[src/rtl/pardcore_rst_seq.sv]
// pardcore_rst_seq: per-core reset sequencer in the uncore clock domain.
// Releases boot cores after power-on. Serves software ASSERT / RELEASE / PULSE
// requests one at a time, and quiesces a core's memory traffic before putting
// that core into reset.
// Optional build macro PARDCORE_RST_TIMEOUT_EN: bounds the quiesce wait to
// TIMEOUT_CYCLES, then forces reset, reports resp_err and sets timeout_flag.
module pardcore_rst_seq #(
  parameter int                   NUM_CORES      = 2,
  parameter int                   CORE_W         = 1,
  parameter int                   POR_DELAY      = 64,
  parameter logic [NUM_CORES-1:0] BOOT_MASK      = 2'b01,
  parameter int                   HOLD_CYCLES    = 16,
  parameter int                   TIMEOUT_CYCLES = 1024
) (
  input  logic                 uncoreclk,
  input  logic                 uncore_rstn,
  input  logic                 req_valid,
  output logic                 req_ready,
  input  logic [CORE_W-1:0]    req_core,
  input  logic [1:0]           req_op,
  output logic                 resp_valid,
  output logic                 resp_err,
  output logic [NUM_CORES-1:0] corersts,
  output logic [NUM_CORES-1:0] quiesce,
  input  logic [NUM_CORES-1:0] core_idle,
  output logic                 busy,
  output logic                 timeout_flag
);

  localparam int MAX_PH  = (POR_DELAY > HOLD_CYCLES) ? POR_DELAY : HOLD_CYCLES;
  localparam int MAX_CNT = (MAX_PH > TIMEOUT_CYCLES) ? MAX_PH : TIMEOUT_CYCLES;
  localparam int CNT_W   = $clog2(MAX_CNT + 1);

  localparam logic [CNT_W-1:0] POR_LAST  = CNT_W'(POR_DELAY - 1);
  localparam logic [CNT_W-1:0] HOLD_LAST = CNT_W'(HOLD_CYCLES - 1);
`ifdef PARDCORE_RST_TIMEOUT_EN
  localparam logic [CNT_W-1:0] TO_LAST   = CNT_W'(TIMEOUT_CYCLES - 1);
`endif

  localparam logic [1:0] OP_ASSERT  = 2'd0;
  localparam logic [1:0] OP_RELEASE = 2'd1;
  localparam logic [1:0] OP_PULSE   = 2'd2;
  localparam logic [1:0] OP_RSVD    = 2'd3;

  typedef enum logic [2:0] {
    S_POR_WAIT = 3'd0,
    S_IDLE     = 3'd1,
    S_QUIESCE  = 3'd2,
    S_HOLD     = 3'd3,
    S_RESP     = 3'd4
  } state_t;

  state_t                 state_q, state_d;
  logic [CNT_W-1:0]       cnt_q, cnt_d;
  logic [CORE_W-1:0]      core_q, core_d;
  logic [1:0]             op_q, op_d;
  logic                   err_q, err_d;
  logic                   timeout_q, timeout_d;
  logic [NUM_CORES-1:0]   corersts_q, corersts_d;
  logic [NUM_CORES-1:0]   quiesce_q, quiesce_d;
  logic                   req_ready_q, req_ready_d;
  logic                   resp_valid_q, resp_valid_d;
  logic                   resp_err_q, resp_err_d;
  logic                   busy_q, busy_d;

  // Decode helpers: one-hot masks for the incoming and the latched core.
  logic [NUM_CORES-1:0] mask_req, mask_cur;
  logic                 accept, bad_req, req_in_rst, cur_idle;

  assign mask_req   = NUM_CORES'(1) << req_core;
  assign mask_cur   = NUM_CORES'(1) << core_q;
  assign accept     = req_valid && req_ready_q;
  assign bad_req    = (int'(req_core) >= NUM_CORES) || (req_op == OP_RSVD);
  assign req_in_rst = |(corersts_q & mask_req);
  assign cur_idle   = |(core_idle & mask_cur);

  // State and registered outputs; reset parks every core in reset.
  always_ff @(posedge uncoreclk or negedge uncore_rstn) begin
    if (!uncore_rstn) begin
      state_q      <= S_POR_WAIT;
      cnt_q        <= '0;
      core_q       <= '0;
      op_q         <= '0;
      err_q        <= 1'b0;
      timeout_q    <= 1'b0;
      corersts_q   <= '1;
      quiesce_q    <= '0;
      req_ready_q  <= 1'b0;
      resp_valid_q <= 1'b0;
      resp_err_q   <= 1'b0;
      busy_q       <= 1'b1;
    end else begin
      state_q      <= state_d;
      cnt_q        <= cnt_d;
      core_q       <= core_d;
      op_q         <= op_d;
      err_q        <= err_d;
      timeout_q    <= timeout_d;
      corersts_q   <= corersts_d;
      quiesce_q    <= quiesce_d;
      req_ready_q  <= req_ready_d;
      resp_valid_q <= resp_valid_d;
      resp_err_q   <= resp_err_d;
      busy_q       <= busy_d;
    end
  end

  // Next state, phase counter and latched request.
  always_comb begin
    state_d   = state_q;
    cnt_d     = cnt_q;
    core_d    = core_q;
    op_d      = op_q;
    err_d     = err_q;
    timeout_d = timeout_q;
    case (state_q)
      S_POR_WAIT: begin
        if (cnt_q == POR_LAST) begin
          state_d = S_IDLE;
          cnt_d   = '0;
        end else begin
          cnt_d = cnt_q + CNT_W'(1);
        end
      end
      S_IDLE: begin
        if (accept) begin
          core_d    = req_core;
          op_d      = req_op;
          err_d     = 1'b0;
          timeout_d = 1'b0;
          cnt_d     = '0;
          if (bad_req) begin
            state_d = S_RESP;
            err_d   = 1'b1;
          end else begin
            case (req_op)
              OP_ASSERT:  state_d = req_in_rst ? S_RESP : S_QUIESCE;
              OP_PULSE:   state_d = req_in_rst ? S_HOLD : S_QUIESCE;
              default:    state_d = S_RESP;
            endcase
          end
        end
      end
      S_QUIESCE: begin
        if (cur_idle) begin
          state_d = S_HOLD;
          cnt_d   = '0;
`ifdef PARDCORE_RST_TIMEOUT_EN
        end else if (cnt_q == TO_LAST) begin
          // Core never drained: force it into reset anyway and report it.
          state_d   = S_HOLD;
          cnt_d     = '0;
          err_d     = 1'b1;
          timeout_d = 1'b1;
        end else begin
          cnt_d = cnt_q + CNT_W'(1);
`endif
        end
      end
      S_HOLD: begin
        if (cnt_q == HOLD_LAST) begin
          state_d = S_RESP;
          cnt_d   = '0;
        end else begin
          cnt_d = cnt_q + CNT_W'(1);
        end
      end
      S_RESP: begin
        state_d = S_IDLE;
        cnt_d   = '0;
      end
      default: begin
        state_d = S_POR_WAIT;
        cnt_d   = '0;
      end
    endcase
  end

  // Output values registered on the transition; only the target core's bits move.
  always_comb begin
    corersts_d   = corersts_q;
    quiesce_d    = quiesce_q;
    req_ready_d  = (state_d == S_IDLE);
    busy_d       = (state_d != S_IDLE);
    resp_valid_d = (state_d == S_RESP);
    resp_err_d   = (state_d == S_RESP) && err_d;
    case (state_q)
      S_POR_WAIT: begin
        if (state_d == S_IDLE) corersts_d = corersts_q & ~BOOT_MASK;
      end
      S_IDLE: begin
        if (accept && !bad_req) begin
          if (req_op == OP_RELEASE && req_in_rst) corersts_d = corersts_q & ~mask_req;
          if ((req_op == OP_ASSERT || req_op == OP_PULSE) && !req_in_rst)
            quiesce_d = quiesce_q | mask_req;
        end
      end
      S_QUIESCE: begin
        if (state_d == S_HOLD) begin
          quiesce_d  = quiesce_q & ~mask_cur;
          corersts_d = corersts_q | mask_cur;
        end
      end
      S_HOLD: begin
        if (state_d == S_RESP && op_q == OP_PULSE) corersts_d = corersts_q & ~mask_cur;
      end
      default: ;
    endcase
  end

  assign req_ready    = req_ready_q;
  assign resp_valid   = resp_valid_q;
  assign resp_err     = resp_err_q;
  assign corersts     = corersts_q;
  assign quiesce      = quiesce_q;
  assign busy         = busy_q;
  assign timeout_flag = timeout_q;

endmodule

[config.mk]
export PLATFORM = sky130hd
export DESIGN_NAME = pardcore_rst_seq
export DESIGN_NICKNAME = d
export VERILOG_FILES = /design/src/rtl/pardcore_rst_seq.sv
export SDC_FILE = /design/constraint.sdc
export NUM_CORES = 1
export LEC_CHECK = 0
export BUFFER_PORTS_ARGS = -buffer_cell sky130_fd_sc_hd__buf_4
export CELL_PAD_IN_SITES_DETAIL_PLACEMENT = 0
export CELL_PAD_IN_SITES_GLOBAL_PLACEMENT = 1
export CORE_ASPECT_RATIO = 0.7
export CORE_MARGIN = 1.5
export CORE_UTILIZATION = 40
export DETAILED_ROUTE_END_ITERATION = 6
export GPL_TIMING_DRIVEN = 0
export PLACE_DENSITY_LB_ADDON = 0.3
export SYNTH_ARGS = -nofsm -noshare
export SYNTH_HDL_FRONTEND = slang
export SYNTH_SLANG_ARGS = --single-unit
export TNS_END_PERCENT = 10
[constraint.sdc]
create_clock -name uncoreclk -period 2 [get_ports uncoreclk]
set_clock_uncertainty 0.15 [all_clocks]
set_input_delay 0.2 -clock uncoreclk [delete_from_list [all_inputs] [get_ports uncoreclk]]
set_output_delay 0.2 -clock uncoreclk [all_outputs]
set_load 0.03 [all_outputs]
After elaboration in Yosys (flattened, before gate mapping):

Cells that the tools add are included.

* input port bits: 8
* flip-flop bits (word level): 26
* word-level logic and storage cells: 95
* output and inout port bits: 9

* shift-type cells: 2
* reductions and logical operators: 21
* add/subtract/negate cells: 1
* multiplexer cells: 27
* equal/unequal tests: 22
* bitwise operators: 10

Operators with widths (count)
* 2-to-1 mux 11 bit: 4
* one-hot mux 11 bit (4 select lines): 1
* 2-to-1 mux 3 bit: 6
* inequality test 2 bit, second input constant: 8
* one-hot mux 3 bit (5 select lines): 1
* 2-to-1 mux 2 bit: 7
* AND reduction 6 bit: 2
* adder 11 x 1 -> 11 bit, second input constant: 1
* == test 11 x 4 -> 1 bit, second input constant: 1
* == test 11 x 6 -> 1 bit, second input constant: 1
* AND 2 bit: 5
* == test 3 x 2 -> 1 bit, second input constant: 3
* one-hot mux 2 bit (4 select lines): 1
* == test 2 bit, second input constant: 3
* == test 3 x 1 -> 1 bit, second input constant: 2
* == test 3 bit, second input constant: 2
* logical AND 1 bit: 6
* one-hot mux 3 bit (2 select lines): 1
* 2-to-1 mux 1 bit: 5
* NOT 2 bit: 2
* OR 2 bit: 2
* one-hot mux 2 bit (2 select lines): 1
* AND reduction 2 bit: 2
* AND reduction 4 bit: 1
* other kinds (12): 15

Depth between registers and ports, before layout:

* depth in word-level cells: 12
* gate-level depth with buffers: 7
* gate-level depth less buffers: 6

Least setup slack after synthesis:

No wires, ideal clock.

* kind: reg-to-reg
* from: register cnt_q[6]
* to: register cnt_q[6]
* buffers on the path: 1
* library setup time: 0.121 ns
* cell stages (with the launch flop): 6
* data arrival time: 1.803 ns
* clock period less this slack: 2.075 ns
* setup slack: -0.075 ns
* required time: 1.729 ns
* cell sequence: dfrtp_1 or4_4 nor4_4 o41ai_2 buf_4 a22o_2

* longest elaborated chain between the ends: 3
* elaborated cells between the ends (all ways): 6
* those cells by class: add/sub: 1; eq/ne: 2; mux: 3

RTL lines
* from (decl): line 54 `logic [CNT_W-1:0] cnt_q, cnt_d;`
* from (signal assigned): line 94 `cnt_q <= cnt_d;`
* adder 11 x 1 -> 11 bit, or another cell as far along: line 122, 165
* 2-to-1 mux 11 bit (on tied branches): line 161, 118
* one-hot mux 11 bit (4 select lines) *: line 116 `case (state_q)`

Every way passes the cells marked *; elsewhere a longest branch is shown, timed or not.
A chain may end at the register's enable or synchronous reset.

Worst setup path after layout:

* from: register cnt_q[9]
* to: register cnt_q[9]

Same word-level chain as after synthesis.

==> flow_metrics.env <==
export IMPL_multi_input_area_um2=865
export IMPL_grt_pass1_wl_mm=6.05
export IMPL_postRouteAntennaNets=0
export IMPL_synth_edff_count=0
export IMPL_netlist_area_um2=1470
export IMPL_die_w_um=75.6
export IMPL_cts_tree="built"
export IMPL_area_growth_pct=30.6
export IMPL_fp_row_count=18
export IMPL_cap_violations=0
export IMPL_nNetsFinal=193
export IMPL_port_buffers=15
export IMPL_grt_util_all_layers_pct=20.3
export IMPL_timing_fmax_mhz=480
export IMPL_p_per_area_nw_per_um2=473
export IMPL_num_vias=1340
export IMPL_start_util_pct=42.0
export IMPL_rsz0062_at_grt="true"
export IMPL_post_route_period_util_pct=104
export IMPL_clock_path_buffers=2
export IMPL_antenna_found_initial=0
export IMPL_remaining_drc_errors=0
export IMPL_placedCellCount=218
export IMPL_crit_fanout=5
export IMPL_start_kind="flop"
export IMPL_fp_dieH_um=53.8
export IMPL_post_drt_wl_per_cell_um=16.6
export IMPL_yosysWarnings=0
export IMPL_htreeDepth=1
export IMPL_setup_tns_ns=-0.499
export IMPL_seq_area_um2=658
export IMPL_clk_pin_slew_worst_paths_ns=0.09
export IMPL_ys_flop_type="dfrtp_1"
export IMPL_drive_gt1_share_pct=36.6
export IMPL_p_leak_nw=0.823
export IMPL_endpoint_kind="flop"
export IMPL_drt_first_iter_violations=69
export IMPL_io_pins=17
export IMPL_hp_class="input pin to flop"
export IMPL_ir_drop_mv=0.328
export IMPL_period_minus_slack_ns=2.08
export IMPL_first_pass_iters=6
export IMPL_ys_types=49
export IMPL_setup_ws_ns=-0.0823
export IMPL_cts_sink_count=26
export IMPL_max_slew_margin_rel_pct=67.6
export IMPL_worstSkewPairLatency_ns=0.27
export IMPL_globalplace_congestion=0.811
export IMPL_yosys_register_bits=26
export IMPL_grt_ovfl_total=0
export IMPL_n_antenna_cell=0
export IMPL_netlist_instances=153
export IMPL_layout_cells_non_filler=233
export IMPL_post_dp_hpwl_mm=2.43
export IMPL_syn_avg_cell_area_um2=9.63
export IMPL_cp_arrival_ns=2.10
export IMPL_vias_per_cell=5.75
export IMPL_slew_violations=0
export IMPL_ys_async_sr_fraction_pct=100
export IMPL_worst_setup_path_type="flop to flop"
export IMPL_grt_pass1_vias=1229
export IMPL_tightest_slew_ns=0.472
export IMPL_whs_ns=0.0654
export IMPL_wirelength_mm=3.86
export IMPL_cts_root_buf="clkbuf_8"
export IMPL_fill_cells=321
export IMPL_setup_viol=11
export IMPL_syn_num_nets=162
export IMPL_die_area_um2=4060
export IMPL_critPathRequiredTime_ns=2.02
export IMPL_hold_violations=0
export IMPL_status="finished with violations"
export IMPL_synth_seq_area_share_pct=44.4
export IMPL_failed_checks="negative setup slack"
export IMPL_numCtsBuffers=3
export IMPL_grt_max_degree=27
export IMPL_finalPower_mw=0.911
export IMPL_coreArea_um2=3510
export IMPL_utilization_pct=54.8
-- per-stage QoR --
| step | setup slack, ns | cell area, µm² |
|---|---|---|
| 2_1_floorplan | 0.0430 | 1470 |
| 3_3_place_gp | -0.158 | 1650 |
| 3_5_place_dp | -0.211 | 1650 |
| 4_1_cts | -0.184 | 1820 |
| 5_1_grt | -0.183 | 1920 |
| 6_report | -0.0823 | 1920 |
-- state kept, by name, summed over array words and instances, names as in the netlist --
| signal | cells |
|---|---|
| busy | 1 |
| cnt_q | 11 |
| core_q | 1 |
| corersts | 2 |
| err_q | 1 |
| op_q | 2 |
| quiesce | 2 |
| req_ready | 1 |
| resp_err | 1 |
| resp_valid | 1 |
| state_q | 3 |
-- power breakdown --
group / leakage, nW / internal [mW] / switching, mW / total, mW
clock network: 0.0288 / 0.176 / 0.171 / 0.348
registers: 0.338 / 0.525 / 0 / 0.525
logic: 0.456 / 0.0139 / 0.0237 / 0.0376
-- layout by cell type, fill, tap and decap left out, types with 2 or more instances in the layout --
| master | netlist | routed |
|---|---|---|
| buf_4 | 2 | 28 |
| dfrtp_1 | 23 | 20 |
| nand2_1 | 12 | 11 |
| nor2_1 | 10 | 10 |
| o21ai_0 | 12 | 8 |
| a21oi_1 | 8 | 7 |
| a31oi_1 | 7 | 7 |
| inv_1 | 6 | 6 |
| nand3_1 | 6 | 5 |
| clkbuf_8 | 0 | 4 |
| nand4_1 | 3 | 3 |
| o21ai_1 | 0 | 3 |
| nor3_1 | 3 | 3 |
| mux2_2 | 3 | 3 |
| nor2b_1 | 3 | 3 |
| dfstp_2 | 3 | 3 |
| dfrtp_2 | 0 | 3 |
| nor3b_4 | 0 | 2 |
| clkbuf_2 | 0 | 2 |
| mux2i_1 | 3 | 2 |
| nand3b_1 | 2 | 2 |
| nor4_4 | 1 | 2 |
| and3_1 | 2 | 2 |
| o22ai_1 | 2 | 2 |
| o311ai_0 | 2 | 2 |
| buf_6 | 1 | 2 |
| nand2b_1 | 2 | 2 |
| or3_1 | 2 | 2 |
| a22o_1 | 2 | 2 |
-- cell type report --
type                       count  area share (%)
sequential                    26            34.2
inverter                       6            1.17
tap                           50            3.25
buffer                         8            2.93
clock buffer                   4            2.86
timing repair buffer          27            10.7
multi-input combinational    112            44.9
-- synthesized netlist by cell type, types with 2 or more instances --
cell type  count  area share (%)
nand4_1        3             1.3
o22ai_1        2            0.85
mux2i_1        3             2.0
clkbuf_1       4             1.0
dfstp_2        3             5.3
and3_1         2            0.85
nand3_1        6             2.0
a31oi_1        7             3.0
a21oi_1        8             2.7
nor3_1         3             1.0
nand2_1       12             3.1
mux2_2         3             2.3
dfrtp_1       23              39
o21ai_0       12             4.1
nand2b_1       2            0.85
inv_1          6             1.5
a21boi_0       2             1.0
buf_4          2             1.0
nor2_1        10             2.5
a22o_1         2             1.2
o311ai_0       2             1.2
nor3b_1        3             1.5
nand3b_1       2             1.0
or3_1          2            0.85
nor2b_1        3             1.3
buf_2          2            0.68
and4_1         2             1.2
-- routing by layer --
layer | wire length (µm) | part of all wire [%] | global-route usage, %
met4 | 43 | 1.1 | 6.25
met3 | 170 | 4.4 | 5.24
met1 | 1920 | 50 | 29.7
met5 | 0 | 0 | 0
met2 | 1730 | 45 | 29.4
-- final timing paths --
check	slack (ns)	end	startpoint	depth (start not counted)
max	-0.08	cnt_q[9]	cnt_q[9]	6
min	0.07	state_q[1]	req_op[0]	2
max reg2reg	-0.08	cnt_q[9]	cnt_q[9]	6
min reg2reg	0.34	op_q[1]	op_q[1]	2
max in group asynchronous	1.19	corersts[1]	uncore_rstn	2
min in group asynchronous	0.20	op_q[1]	uncore_rstn	2
-- critical path: stages (launching register included) --
cell and delay [ns]:
dfrtp_1 0.41, or4_4 0.55, nor4_4 0.20, buf_4 0.18, o41ai_4 0.09, buf_4 0.19
a22o_1 0.21
-- cell families (layout without fill, tap and decap cells) --
group	after synthesis	after routing	share of synthesized area [%]
AO/OA/AOI/OAI	47	47	23.1
adder cells (fa/ha/maj)	1	1	0.849
buffers and inverters	15	45	5.01
flip-flops	26	26	44.4
multiplexers	6	6	4.33
other	1	1	0.254
AND/OR/NAND/NOR	57	57	22.1
-- timing repair --
action	4_1_cts	5_1_grt
endpoints found under the setup margin	19	21
endpoints found under the hold margin	26	0
gates resized for setup	13	23
pin swaps	7	8
buffers inserted	6	4
cloned	1	0
hold buffers	1	0
(Power assumes the default switching activity.)
